### src/rtl/clock_pkg.sv
// Shared definitions for the clock edit front-end: state encoding, field codes,
// BCD limits and the wrap-around BCD step helpers.
package clock_pkg;

  typedef enum logic [2:0] {
    S_IDLE,
    S_EDIT_HR,
    S_EDIT_MN,
    S_EDIT_SD,
    S_LOAD
  } state_t;

  localparam logic [1:0] F_NONE = 2'd0;
  localparam logic [1:0] F_HR   = 2'd1;
  localparam logic [1:0] F_MN   = 2'd2;
  localparam logic [1:0] F_SD   = 2'd3;

  localparam logic [7:0] HR_MAX = 8'h23;
  localparam logic [7:0] MS_MAX = 8'h59;

  // Valid BCD digits compare in the same order as binary, so val <= max is a direct check.
  function automatic logic bcd_valid(input logic [7:0] val, input logic [7:0] max);
    return (val[3:0] <= 4'd9) && (val[7:4] <= 4'd9) && (val <= max);
  endfunction

  function automatic logic [7:0] bcd_inc(input logic [7:0] val, input logic [7:0] max);
    logic [7:0] res;
    if (!bcd_valid(val, max) || (val == max))
      res = 8'h00;
    else if (val[3:0] == 4'd9)
      res = {val[7:4] + 4'd1, 4'd0};
    else
      res = {val[7:4], val[3:0] + 4'd1};
    return res;
  endfunction

  function automatic logic [7:0] bcd_dec(input logic [7:0] val, input logic [7:0] max);
    logic [7:0] res;
    if (!bcd_valid(val, max))
      res = 8'h00;
    else if (val == 8'h00)
      res = max;
    else if (val[3:0] == 4'd0)
      res = {val[7:4] - 4'd1, 4'd9};
    else
      res = {val[7:4], val[3:0] - 4'd1};
    return res;
  endfunction

endpackage

### src/rtl/key_debounce.sv
// Raw active-low key to one-cycle press pulse: two-stage synchroniser, stability
// counter, then a falling-edge detect on the accepted level.
module key_debounce
  import clock_pkg::*;
#(
  parameter logic [19:0] DEB_MAX = 20'd1_000_000
) (
  input  logic clk,
  input  logic rst,
  input  logic key_n,
  output logic press
);

  logic        key_p0;
  logic        key_p1;
  logic        level;
  logic        level_d;
  logic [19:0] cnt;

  always_ff @(posedge clk or posedge rst) begin
    if (rst) begin
      key_p0  <= 1'b1;
      key_p1  <= 1'b1;
      level   <= 1'b1;
      level_d <= 1'b1;
      cnt     <= '0;
      press   <= 1'b0;
    end else begin
      key_p0  <= key_n;
      key_p1  <= key_p0;
      level_d <= level;
      press   <= level_d & ~level;
      // Any bounce back to the accepted level restarts the stability window.
      if (key_p1 == level)
        cnt <= '0;
      else if (cnt == DEB_MAX - 20'd1) begin
        level <= key_p1;
        cnt   <= '0;
      end else
        cnt <= cnt + 20'd1;
    end
  end

endmodule

### src/rtl/time_setter.sv
// Edit front-end for the digital clock: snapshots the running time on entry to set
// mode, steps the selected BCD field from debounced keys and strobes a load on OK.
module time_setter
  import clock_pkg::*;
#(
  parameter logic [19:0] DEB_MAX   = 20'd1_000_000,
  parameter logic [24:0] BLINK_MAX = 25'd25_000_000
) (
  input  logic       clk,
  input  logic       rst,
  input  logic       set_mod,
  input  logic       key_sel_n,
  input  logic       key_inc_n,
  input  logic       key_dec_n,
  input  logic       key_ok_n,
  input  logic [7:0] hr,
  input  logic [7:0] mn,
  input  logic [7:0] sd,
  output logic [7:0] hr_cal,
  output logic [7:0] mn_cal,
  output logic [7:0] sd_cal,
  output logic       time_add,
  output logic [1:0] field,
  output logic       blink
);

  logic        sel_press;
  logic        inc_press;
  logic        dec_press;
  logic        ok_press;
  logic        set_mod_d;
  logic [24:0] blink_cnt;
  state_t      state;

  key_debounce #(.DEB_MAX(DEB_MAX)) u_deb_sel (.clk(clk), .rst(rst), .key_n(key_sel_n), .press(sel_press));
  key_debounce #(.DEB_MAX(DEB_MAX)) u_deb_inc (.clk(clk), .rst(rst), .key_n(key_inc_n), .press(inc_press));
  key_debounce #(.DEB_MAX(DEB_MAX)) u_deb_dec (.clk(clk), .rst(rst), .key_n(key_dec_n), .press(dec_press));
  key_debounce #(.DEB_MAX(DEB_MAX)) u_deb_ok  (.clk(clk), .rst(rst), .key_n(key_ok_n),  .press(ok_press));

  always_ff @(posedge clk or posedge rst) begin
    if (rst) begin
      state     <= S_IDLE;
      set_mod_d <= 1'b0;
      hr_cal    <= 8'h00;
      mn_cal    <= 8'h00;
      sd_cal    <= 8'h00;
      time_add  <= 1'b0;
      field     <= F_NONE;
      blink     <= 1'b0;
      blink_cnt <= '0;
    end else begin
      set_mod_d <= set_mod;
      time_add  <= 1'b0;
      if (!set_mod) begin
        // Abandon: cal registers keep whatever was being edited.
        state     <= S_IDLE;
        field     <= F_NONE;
        blink     <= 1'b0;
        blink_cnt <= '0;
      end else begin
        if (state == S_IDLE) begin
          blink     <= 1'b0;
          blink_cnt <= '0;
        end else if (blink_cnt == BLINK_MAX - 25'd1) begin
          blink     <= ~blink;
          blink_cnt <= '0;
        end else
          blink_cnt <= blink_cnt + 25'd1;

        case (state)
          S_IDLE: begin
            if (!set_mod_d) begin
              hr_cal <= hr;
              mn_cal <= mn;
              sd_cal <= sd;
              state  <= S_EDIT_HR;
              field  <= F_HR;
            end
          end
          S_EDIT_HR, S_EDIT_MN, S_EDIT_SD: begin
            // One action per cycle, ok > sel > inc > dec.
            if (ok_press) begin
              state    <= S_LOAD;
              time_add <= 1'b1;
            end else if (sel_press) begin
              case (state)
                S_EDIT_HR: begin state <= S_EDIT_MN; field <= F_MN; end
                S_EDIT_MN: begin state <= S_EDIT_SD; field <= F_SD; end
                default:   begin state <= S_EDIT_HR; field <= F_HR; end
              endcase
            end else if (inc_press) begin
              case (state)
                S_EDIT_HR: hr_cal <= bcd_inc(hr_cal, HR_MAX);
                S_EDIT_MN: mn_cal <= bcd_inc(mn_cal, MS_MAX);
                default:   sd_cal <= bcd_inc(sd_cal, MS_MAX);
              endcase
            end else if (dec_press) begin
              case (state)
                S_EDIT_HR: hr_cal <= bcd_dec(hr_cal, HR_MAX);
                S_EDIT_MN: mn_cal <= bcd_dec(mn_cal, MS_MAX);
                default:   sd_cal <= bcd_dec(sd_cal, MS_MAX);
              endcase
            end
          end
          S_LOAD: begin
            state <= S_EDIT_HR;
            field <= F_HR;
          end
          default: begin
            state <= S_IDLE;
            field <= F_NONE;
          end
        endcase
      end
    end
  end

endmodule

### config.mk
export PLATFORM = sky130hd
export DESIGN_NAME = time_setter
export DESIGN_NICKNAME = d
export VERILOG_FILES = /design/src/rtl/clock_pkg.sv /design/src/rtl/key_debounce.sv /design/src/rtl/time_setter.sv
export SDC_FILE = /design/constraint.sdc
export NUM_CORES = 1
export LEC_CHECK = 0
export CORE_ASPECT_RATIO = 1.1
export CORE_MARGIN = 1
export CORE_UTILIZATION = 30
export CTS_BUF_LIST = sky130_fd_sc_hd__clkbuf_8 sky130_fd_sc_hd__clkbuf_16
export CTS_CLUSTER_DIAMETER = 100
export DETAILED_ROUTE_END_ITERATION = 6
export PLACE_DENSITY_LB_ADDON = 0.25
export SLEW_MARGIN = 40
export SYNTH_ARGS = -nofsm -noshare
export SYNTH_HDL_FRONTEND = slang
export SYNTH_SLANG_ARGS = --single-unit
### constraint.sdc
create_clock -name clk -period 5.95 [get_ports clk]
set_clock_uncertainty 0.1 [all_clocks]
set_input_delay 1.19 -clock clk [delete_from_list [all_inputs] [get_ports clk]]
set_output_delay 1.19 -clock clk [all_outputs]
set_load 0.05 [all_outputs]
==> key figures, run 1 <==
Timing
  – Period minus WS final: 3.20 ns
  – Final Cycle Share: a little over half
  – Final-report max-slew violation count: 0
  – Setup TNS: 0 ns
  – Final setup fails: 0
  – Worst-Margin Slew: 0.748 ns
  – Final hold vios: 0
  – Max Clk Rate: 312 MHz
  – Worst slew margin: about 50%
  – RSZ-0062 raised after global routing: false

Floorplanning
  – Die H: roughly 180 µm
  – Num ports: ~60
  – Die ar.: 28,700 µm²
  – Rows: between 60 and 70
  – Total core area: between 20,000 and 30,000 µm²
  – Initial Util: 30.9%
  – Die width: 161 µm

Cells and area
  – Syn-to-layout area delta: 18.1%
  – Final Net Count: 973
  – Highest-count cells in the layout ignoring fill and taps: nor2_1 (146), dfrtp_1 (141), xor2_1 (63)
  – Multi-input logic area: 4210 µm²
  – Share of cells above drive strength 1: under 10%
  – Fillers: roughly 2.8k
  – Most common cell after layout, fill and taps aside: nor2_1
  – Sequential cell area: 3950 µm²
  – Non-Filler Instances: 1,294
  – Diode count: 0

Global route
  – Total congestion overflow: 0
  – Met1 Usage GRT: 17.8%
  – Largest net degree at the start of global routing: 90
  – GRT Total Usage: 13.5%
  – GRT busiest layer: met2
  – Routing usage on met2: 22.0%
  – Met3 Use GR: 2.85%
  – Number of global-route vias before repair: 6,294
  – First-pass GRT wire length: 31.2 mm
  – Initial antenna violation count: 0

Pwr
  – Internal power: 2220 µW
  – Pwr Density: 359 nW/µm²
  – Maximum vdd drop: 0.192 mV
  – Switching part of the total: 37.7%
  – Psw: 1340 µW
  – Sequential share of power: 38.0%
  – Static Leak: roughly 0.0040 µW
  – Logic gate share of total power: a little under a third
  – Clock share of power: 31.2%

Synth
  – EDFF count, synth: 0
  – Unique masters post-synth: 78
  – Ys Warns: 0
  – Synth Net Count: 919
  – Seq cells post-synth: 157
  – Synth async-reset ratio: 100%
  – Cells after Synth: 870
  – Sequential fraction of the synthesis area: a little under half
  – Syn avg cell area: 9.65 µm²
  – Leading register cell type out of synthesis: dfrtp_1
  – Synthesized area: 8390 µm²

Clocking
  – # hold bufs at CTS: 0
  – Worst skew pair latency: ~0.42 ns
  – Clock edge transition at the registers on the reported setup and hold paths: 0.06 ns
  – H-tree depth: 4
  – CTS resizes: 0
  – Post-CTS setup buffer count: 0
  – Clock tree sinks: 157
  – CTS tree: done
  – Total CTS buffers: 17
  – Clock buffer depth: 2
  – Root buf cell: clkbuf_16

Route
  – Initial DRC count: between 300 and 400
  – Routed WL: 18.0 mm
  – Routed Antenna Nets: 0
  – Routed wire per std cell: 13.9 µm
  – DRC: 0
  – Vias per Instance: a little under 5
  – Initial DRT Pass Iterations: 4
  – Via count: approximately 6.4k

Worst setup path
  – Crit. path cell count: 1
  – Critical path class: flop to output port
  – CP Launch Type: flop
  – R2R depth: 5
  – Worst EP required: approximately 4.7 ns
  – Max incr delay on CP: 0.91 ns
  – Slowest-stage cell, CP: clkdlybuf4s50_1
  – WP buf/inv: 1
  – Reg2Reg Setup Slack: 3.37 ns
  – Crit Reg-Reg Startpoint: state[0]
  – Crit path arrival time: 1.91 ns
  – CP delay by family, top: buffers and inverters
  – Critical Path End Type: output port
  – Worst R2R End: mn_cal[4]
  – Critical-path cell list: clkdlybuf4s50_1
  – Crit-path max FO: 11

Placed design
  – Placed cells: about 1.3k
  – Gpl congestion: approximately 0.76
  – Detailed Place HPWL: 12.3 mm
  – IO Port Bufs: 58

Hold path
  – Hold path start: u_deb_ok.key_p0
  – Worst Hold Class: flop to flop
  – Hold worst-path end: u_deb_ok.key_p1
  – WHS Path Cells: 0

Outcome
  – Status: complete, no violations

Run
  – Maxcap violations: 0
## cell usage after synthesis (3+ instances only)
cell / number / share of area (%)
a21oi_1: 10 / 0.60
dfstp_2: 16 / 5.0
xor2_1: 63 / 6.6
inv_1: 24 / 1.1
o221ai_1: 3 / 0.31
or2_2: 3 / 0.22
o21ai_0: 32 / 1.9
nor3_1: 33 / 2.0
nor4_1: 16 / 1.2
and3_1: 24 / 1.8
ha_1: 18 / 2.7
nor3b_1: 4 / 0.36
or3_1: 6 / 0.45
nand2b_1: 11 / 0.82
mux2i_1: 4 / 0.48
and2_1: 7 / 0.52
buf_2: 16 / 0.95
nand3_1: 44 / 2.6
nor2b_1: 8 / 0.60
nand4_1: 30 / 2.2
a31oi_1: 5 / 0.37
a221oi_1: 5 / 0.52
a32oi_1: 3 / 0.31
a22o_1: 3 / 0.31
xnor2_1: 43 / 4.5
mux2_2: 5 / 0.67
nor2_1: 146 / 6.5
buf_6: 3 / 0.40
nor4b_1: 5 / 0.52
o31ai_1: 5 / 0.45
a211oi_1: 5 / 0.45
and4_1: 8 / 0.83
dfrtp_1: 141 / 42
nand2_1: 59 / 2.6
nand3b_1: 5 / 0.45
clkbuf_1: 5 / 0.22
## routing by layer
metal | vias to the layer above | routed length, µm
met3 | 8 | 627
met5 | - | 0
met4 | 0 | 150
li1 | 3175 | -
met1 | 3073 | 8820
met2 | 106 | 8410
## cells by family after synthesis
family / after synthesis / share of synthesized area, %
compound gates: 101 / 8.90
xor+xnor: 106 / 11.1
fa+ha+maj: 18 / 2.68
buf+inv: 51 / 2.89
flops: 157 / 47.0
mux: 10 / 1.28
simple gates: 427 / 26.1
## per-stage QoR
stage	cell area, µm²	total power [µW]	setup WS [ns]	hold slack, ns	util, %
floorplan	8390	2140	0.452	0.245	-
global placement	9300	2470	2.70	0.247	34.2
detailed placement	9310	2470	2.66	0.248	34.2
CTS	9910	3600	2.71	0.258	36.4
global route	9910	3770	2.66	0.260	36.5
finish	9910	3560	2.75	0.257	36.5
## cell type report
cell class              instances  area share (%)
multi-input cells             662            42.4
flip-flops and latches        157            39.8
repair buffers                 62            6.16
clock buffers                  19            4.57
well taps                     357            4.51
clock inverters                13            1.51
inverters                      24           0.984
## power by group through the flow
stage	Sequential [µW]	Combinational, µW	Clock [µW]
global placement	1370	1100	0
CTS	1350	1100	1150
detailed placement	1370	1100	0
finish	1350	1090	1110
global route	1370	1200	1200
floorplan	1540	604	0
## state kept, by name (all words and copies together), names as in the netlist, 2 cells and up
register	flops
mn_cal	8
sd_cal	8
blink_cnt	25
u_deb_inc.cnt	20
u_deb_dec.cnt	20
state	3
hr_cal	8
field	2
u_deb_ok.cnt	20
u_deb_sel.cnt	20
## worst max path at each step
| stage | startpoint | to |
|---|---|---|
| 4_1_cts | hr_cal[3] | hr_cal[3] |
| 3_3_place_gp | set_mod | hr_cal[7] |
| 5_1_grt | hr_cal[3] | hr_cal[3] |
| 2_1_floorplan | rst | blink |
| 3_5_place_dp | set_mod | hr_cal[7] |
| 6_report | hr_cal[3] | hr_cal[3] |
No activity file was read; power rests on OpenSTA's default activity.
==> inputs of run 2 (changes only) <==
==> constraint.sdc (replaced) <==
create_clock -name clk -period 2.85 [get_ports clk]
set_clock_uncertainty 0.1 [all_clocks]
set_input_delay 0.57 -clock clk [delete_from_list [all_inputs] [get_ports clk]]
set_output_delay 0.57 -clock clk [all_outputs]
set_load 0.05 [all_outputs]
==> run 2 against run 1 <==
Compared with the run above:
- die area did not move
- final cell count rose by 1.1%
- hold slack barely moved
- cell area rose by 0.93%
- first-iteration DRC count fell by 4.1%
- largest cell class unchanged
==> key figures, run 2 (same netlist as run 1, synthesis figures left out) <==
Timing
  – Setup TNS: 0 ns
  – Max Clk Rate: 388 MHz
  – Final setup fails: 0
  – RSZ-0062 raised after global routing: false
  – Final hold vios: 0
  – Final-report max-slew violation count: 0
  – Worst-Margin Slew: 0.732 ns
  – Final Cycle Share: 90.5%
  – Worst slew margin: 50.9%
  – Period minus WS final: around 2.6 ns

Route
  – Via count: 6,399
  – Initial DRT Pass Iterations: 5
  – DRC: 0
  – Routed Antenna Nets: 0
  – Vias per Instance: 4.89
  – Routed wire per std cell: roughly 14 µm
  – Initial DRC count: 348
  – Routed WL: about 18 mm

Global route
  – GRT Total Usage: a little over an eighth
  – First-pass GRT wire length: about 31 mm
  – Total congestion overflow: 0
  – Initial antenna violation count: 1
  – Number of global-route vias before repair: ~6.3k
  – Largest net degree at the start of global routing: 39

Cells and area
  – Fillers: around 2.7k
  – Syn-to-layout area delta: 19.2%
  – Most common cell after layout, fill and taps aside: nor2_1
  – Max reg flops: 25
  – Share of cells above drive strength 1: around a tenth
  – Highest-count cells in the layout ignoring fill and taps: nor2_1 (146), dfrtp_1 (141), xor2_1 (63)
  – Largest reg by FF count: blink_cnt
  – Final Net Count: 987
  – Final Cell Area: 10,000 µm²
  – Diode count: 0

Floorplanning
  – Die H: roughly 180 µm
  – Num ports: 59
  – Total core area: 27,200 µm²
  – Die width: 161 µm
  – Die ar.: 28,700 µm²
  – Initial Util: between 30 and 40%
  – Rows: 63

Pwr
  – Pwr Density: 730 nW/µm²
  – Static Leak: 0.00410 µW
  – Maximum vdd drop: 0.368 mV

Worst setup path
  – Critical Path End Type: output port
  – Crit path arrival time: 1.91 ns
  – Worst setup path startpoint: hr_cal[3]
  – Reg2Reg Setup Slack: 0.50 ns
  – CP delay by family, top: buffers and inverters
  – WP buf/inv: 1
  – Worst R2R End: hr_cal[5]
  – Slowest-stage cell, CP: clkdlybuf4s50_1
  – R2R depth: 5
  – Critical path class: flop to output port
  – Crit-path max FO: 11
  – Critical-path cell list: clkdlybuf4s50_1
  – Crit Reg-Reg Startpoint: state[0]
  – Max incr delay on CP: 0.91 ns
  – CP Launch Type: flop
  – Worst EP required: 2.18 ns

Clocking
  – Clock buffer depth: 2
  – Clock tree sinks: 157
  – CTS resizes: 0
  – CTS tree: done
  – Worst skew pair latency: 0.43 ns
  – Root buf cell: clkbuf_16
  – # hold bufs at CTS: 0
  – Post-CTS setup buffer count: 0
  – Clock edge transition at the registers on the reported setup and hold paths: 0.06 ns
  – Total CTS buffers: 17
  – H-tree depth: 4

Placed design
  – Gpl congestion: 0.798
  – IO Port Bufs: 58
  – Detailed Place HPWL: 12.8 mm
  – Placement-stage cell area: 9460 µm²

Run
  – Maxcap violations: 0

Hold path
  – Hold path start: u_deb_dec.key_p0
  – Hold worst-path end: u_deb_dec.key_p1
  – Worst Hold Class: flop to flop
  – WHS Path Cells: 0

Outcome
  – Status: complete, no violations
-- run 2: worst max path at each step --
stage,slack [ns],cells past startpoint,end
finish,0.27,1,hr_cal[3]
global route,0.21,1,hr_cal[3]
CTS,0.22,1,hr_cal[3]
detailed placement,0.20,6,hr_cal[7]
global placement,0.23,6,hr_cal[7]
floorplan,0.21,1,blink
-- run 2: routing by layer --
| metal | GRT usage, % | vias to the layer above | part of all wire [%] |
|---|---|---|---|
| met3 | 3.13 | 16 | 4.5 |
| li1 | - | 3198 | - |
| met2 | 21.3 | 110 | 45 |
| met1 | 18.5 | 3073 | 49 |
| met5 | 0 | - | 0.071 |
| met4 | 4.21 | 2 | 1.3 |
-- run 2: where the power goes --
| part | internal [µW] | switching [µW] |
|---|---|---|
| Sequential | 2410 | 400 |
| Clock | 1160 | 983 |
| Combinational | 892 | 1450 |
| Total | 4460 | 2840 |
-- run 2: final cells by class --
cell class                      count  area (µm²)  share of cell area (%)
Multi-Input combinational cell    662        4200                    42.0
Sequential cell                   157        3950                    39.5
Timing Repair Buffer               76         766                    7.65
Tap cell                          357         447                    4.46
Clock buffer                       18         439                    4.39
Clock inverter                     14         110                    1.10
Inverter                           24        93.8                   0.938
-- run 2: metrics by stage --
stage,power [µW],setup WS (ns),hold WS (ns),instances,util [%]
after floorplan,4480,0.206,0.245,870,-
after global placement,5210,0.226,0.247,1276,34.8
after detailed placement,5210,0.198,0.249,1276,34.8
after CTS,7400,0.218,0.259,1308,36.8
after global routing,7750,0.208,0.265,1308,36.8
final,7300,0.270,0.257,1308,36.8
==> inputs of run 3 (changes only) <==
--- a/config.mk
+++ b/config.mk
@@ -6,7 +6,7 @@
 export NUM_CORES = 1
 export LEC_CHECK = 0
 export CORE_ASPECT_RATIO = 1.1
-export CORE_MARGIN = 1
+export CORE_MARGIN = 5
 export CORE_UTILIZATION = 30
 export CTS_BUF_LIST = sky130_fd_sc_hd__clkbuf_8 sky130_fd_sc_hd__clkbuf_16
 export CTS_CLUSTER_DIAMETER = 100
==> constraint.sdc (replaced) <==
create_clock -name clk -period 2.4 [get_ports clk]
set_clock_uncertainty 0.1 [all_clocks]
set_input_delay 0.48 -clock clk [delete_from_list [all_inputs] [get_ports clk]]
set_output_delay 0.48 -clock clk [all_outputs]
set_load 0.05 [all_outputs]
==> run 3 against run 2 <==
Compared with the run above:
- cell area grew 2.0%
- largest cell class unchanged
- total power grew 22%
- non-clock buffer count grew 15
- clock-buffer cell count is the same
- critical path type unchanged
==> key figures, run 3 (same netlist as run 1, synthesis figures left out) <==
Route
  – Vias per Instance: approximately 4.8
  – Via count: 6,439
  – Initial DRT Pass Iterations: 5
  – Routed wire per std cell: 14.4 µm
  – DRC: 0
  – Initial DRC count: 411
  – Routed WL: 19.2 mm
  – Routed Antenna Nets: 0

Floorplanning
  – Total core area: 27,700 µm²
  – Die width: between 150 and 200 µm
  – Num ports: 59
  – Initial Util: 30.3%
  – Die ar.: ~31,000 µm²
  – Rows: 64
  – Die H: 185 µm

Cells and area
  – Sequential cell area: 3950 µm²
  – Max reg flops: 25
  – Diode count: 0
  – Largest reg by FF count: blink_cnt
  – Fillers: 2,830
  – Core Util, Final: a little under two fifths
  – Final Cell Area: 10,200 µm²
  – Highest-count cells in the layout ignoring fill and taps: nor2_1 (145), dfrtp_1 (141), xor2_1 (63)
  – Final Net Count: 1,002
  – Multi-input logic area: approximately 4200 µm²
  – Most common cell after layout, fill and taps aside: nor2_1
  – Syn-to-layout area delta: 21.6%
  – Share of cells above drive strength 1: 11.7%

Pwr
  – Sequential share of power: 37.0%
  – Clock share of power: 30.4%
  – Static Leak: between 0.004 and 0.005 µW
  – Maximum vdd drop: 0.480 mV
  – Pwr Density: 873 nW/µm²
  – Switching part of the total: 37.9%
  – Logic gate share of total power: 32.6%
  – Internal power: 5530 µW
  – Psw: between 3000 and 4000 µW

Placed design
  – Gpl congestion: 0.819
  – Setup Slack @ Placement: 0.00415 ns
  – Detailed Place HPWL: 13.8 mm
  – IO Port Bufs: a little under 60
  – Placement-stage cell area: 9580 µm²

Timing
  – Final hold vios: 0
  – Setup TNS: 0 ns
  – Setup WS post-layout: 0.0909 ns
  – Final Cycle Share: 96.2%
  – Final-report max-slew violation count: 0
  – Max Clk Rate: 433 MHz
  – Worst-Margin Slew: 0.737 ns
  – Final setup fails: 0
  – Worst slew margin: 50.3%
  – RSZ-0062 raised after global routing: false
  – Period minus WS final: 2.31 ns

Clocking
  – Total CTS buffers: 17
  – Clock edge transition at the registers on the reported setup and hold paths: about 0.070 ns
  – Clock tree sinks: around 160
  – Root buf cell: clkbuf_16
  – # hold bufs at CTS: 0
  – Worst skew pair latency: between 0.4 and 0.5 ns
  – CTS tree: done
  – H-tree depth: 4
  – Clock buffer depth: 2

Worst setup path
  – Critical path class: flop to output port
  – Critical-path cell list: clkdlybuf4s50_1
  – WP buf/inv: 1
  – Slowest-stage cell, CP: clkdlybuf4s50_1
  – Crit path arrival time: 1.73 ns
  – Worst EP required: around 1.8 ns
  – Crit-path max FO: 6
  – CP delay by family, top: buffers and inverters
  – CP Launch Type: flop
  – Max incr delay on CP: ~0.85 ns
  – Critical Path End Type: output port

Run
  – Maxcap violations: 0

Global route
  – Largest net degree at the start of global routing: 55
  – First-pass GRT wire length: 32.9 mm
  – Total congestion overflow: 0
  – GRT Total Usage: between 10 and 15%
  – Initial antenna violation count: 0
  – Number of global-route vias before repair: 6,585

Outcome
  – Status: complete, no violations

Hold path
  – Worst Hold Class: flop to flop
[run 3: layer usage]
layer | vias up | GRT usage, % | share of wire, %
met2 | 95 | 21.1 | 48
li1 | 3217 | - | -
met1 | 3105 | 16.6 | 47
met3 | 22 | 2.65 | 3.5
met5 | - | 0 | 0
met4 | 0 | 4.35 | 2.0
[run 3: layout make-up]
| cell class | count | share of cell area (%) |
|---|---|---|
| timing repair buffer | 91 | 8.82 |
| clock inverter | 14 | 1.55 |
| multi-input combinational | 662 | 41.3 |
| clock buffer | 18 | 4.30 |
| sequential | 157 | 38.7 |
| tap | 363 | 4.45 |
| inverter | 24 | 0.920 |
[run 3: worst paths after layout]
check                                 start                 to  slack, ns  cells after the start
setup reg to reg                  hr_cal[4]          hr_cal[5]       0.14                      8
max in group asynchronous               rst  u_deb_inc.level_d       1.16                      3
hold reg to reg            u_deb_dec.key_p0   u_deb_dec.key_p1       0.26                      0
min in group asynchronous               rst       blink_cnt[6]       0.35                      2
setup / recovery                  hr_cal[6]          hr_cal[6]       0.09                      1
hold / removal             u_deb_dec.key_p0   u_deb_dec.key_p1       0.26                      0
[run 3: power by group through the flow]
stage / Combinational, µW / Sequential (µW) / Clock [µW]
after floorplan: 1500 / 3820 / 0
after global placement: 2960 / 3350 / 0
after detailed placement: 2970 / 3340 / 0
after CTS: 2940 / 3300 / 2800
after global routing: 3160 / 3360 / 2930
final: 2900 / 3290 / 2710
[run 3: timing repair]
action	CTS	global route
gates resized for setup	7	12
hold endpoints to repair	0	0
setup endpoints to repair	7	13
cloned	0	0
buffers inserted	0	0
[run 3: per-stage QoR]
stage / hold WS (ns) / std cells / power (µW)
6_report: 0.256 / 1329 / 8910
5_1_grt: 0.258 / 1329 / 9440
3_3_place_gp: 0.246 / 1297 / 6300
2_1_floorplan: 0.245 / 870 / 5310
4_1_cts: 0.257 / 1329 / 9030
3_5_place_dp: 0.251 / 1297 / 6310
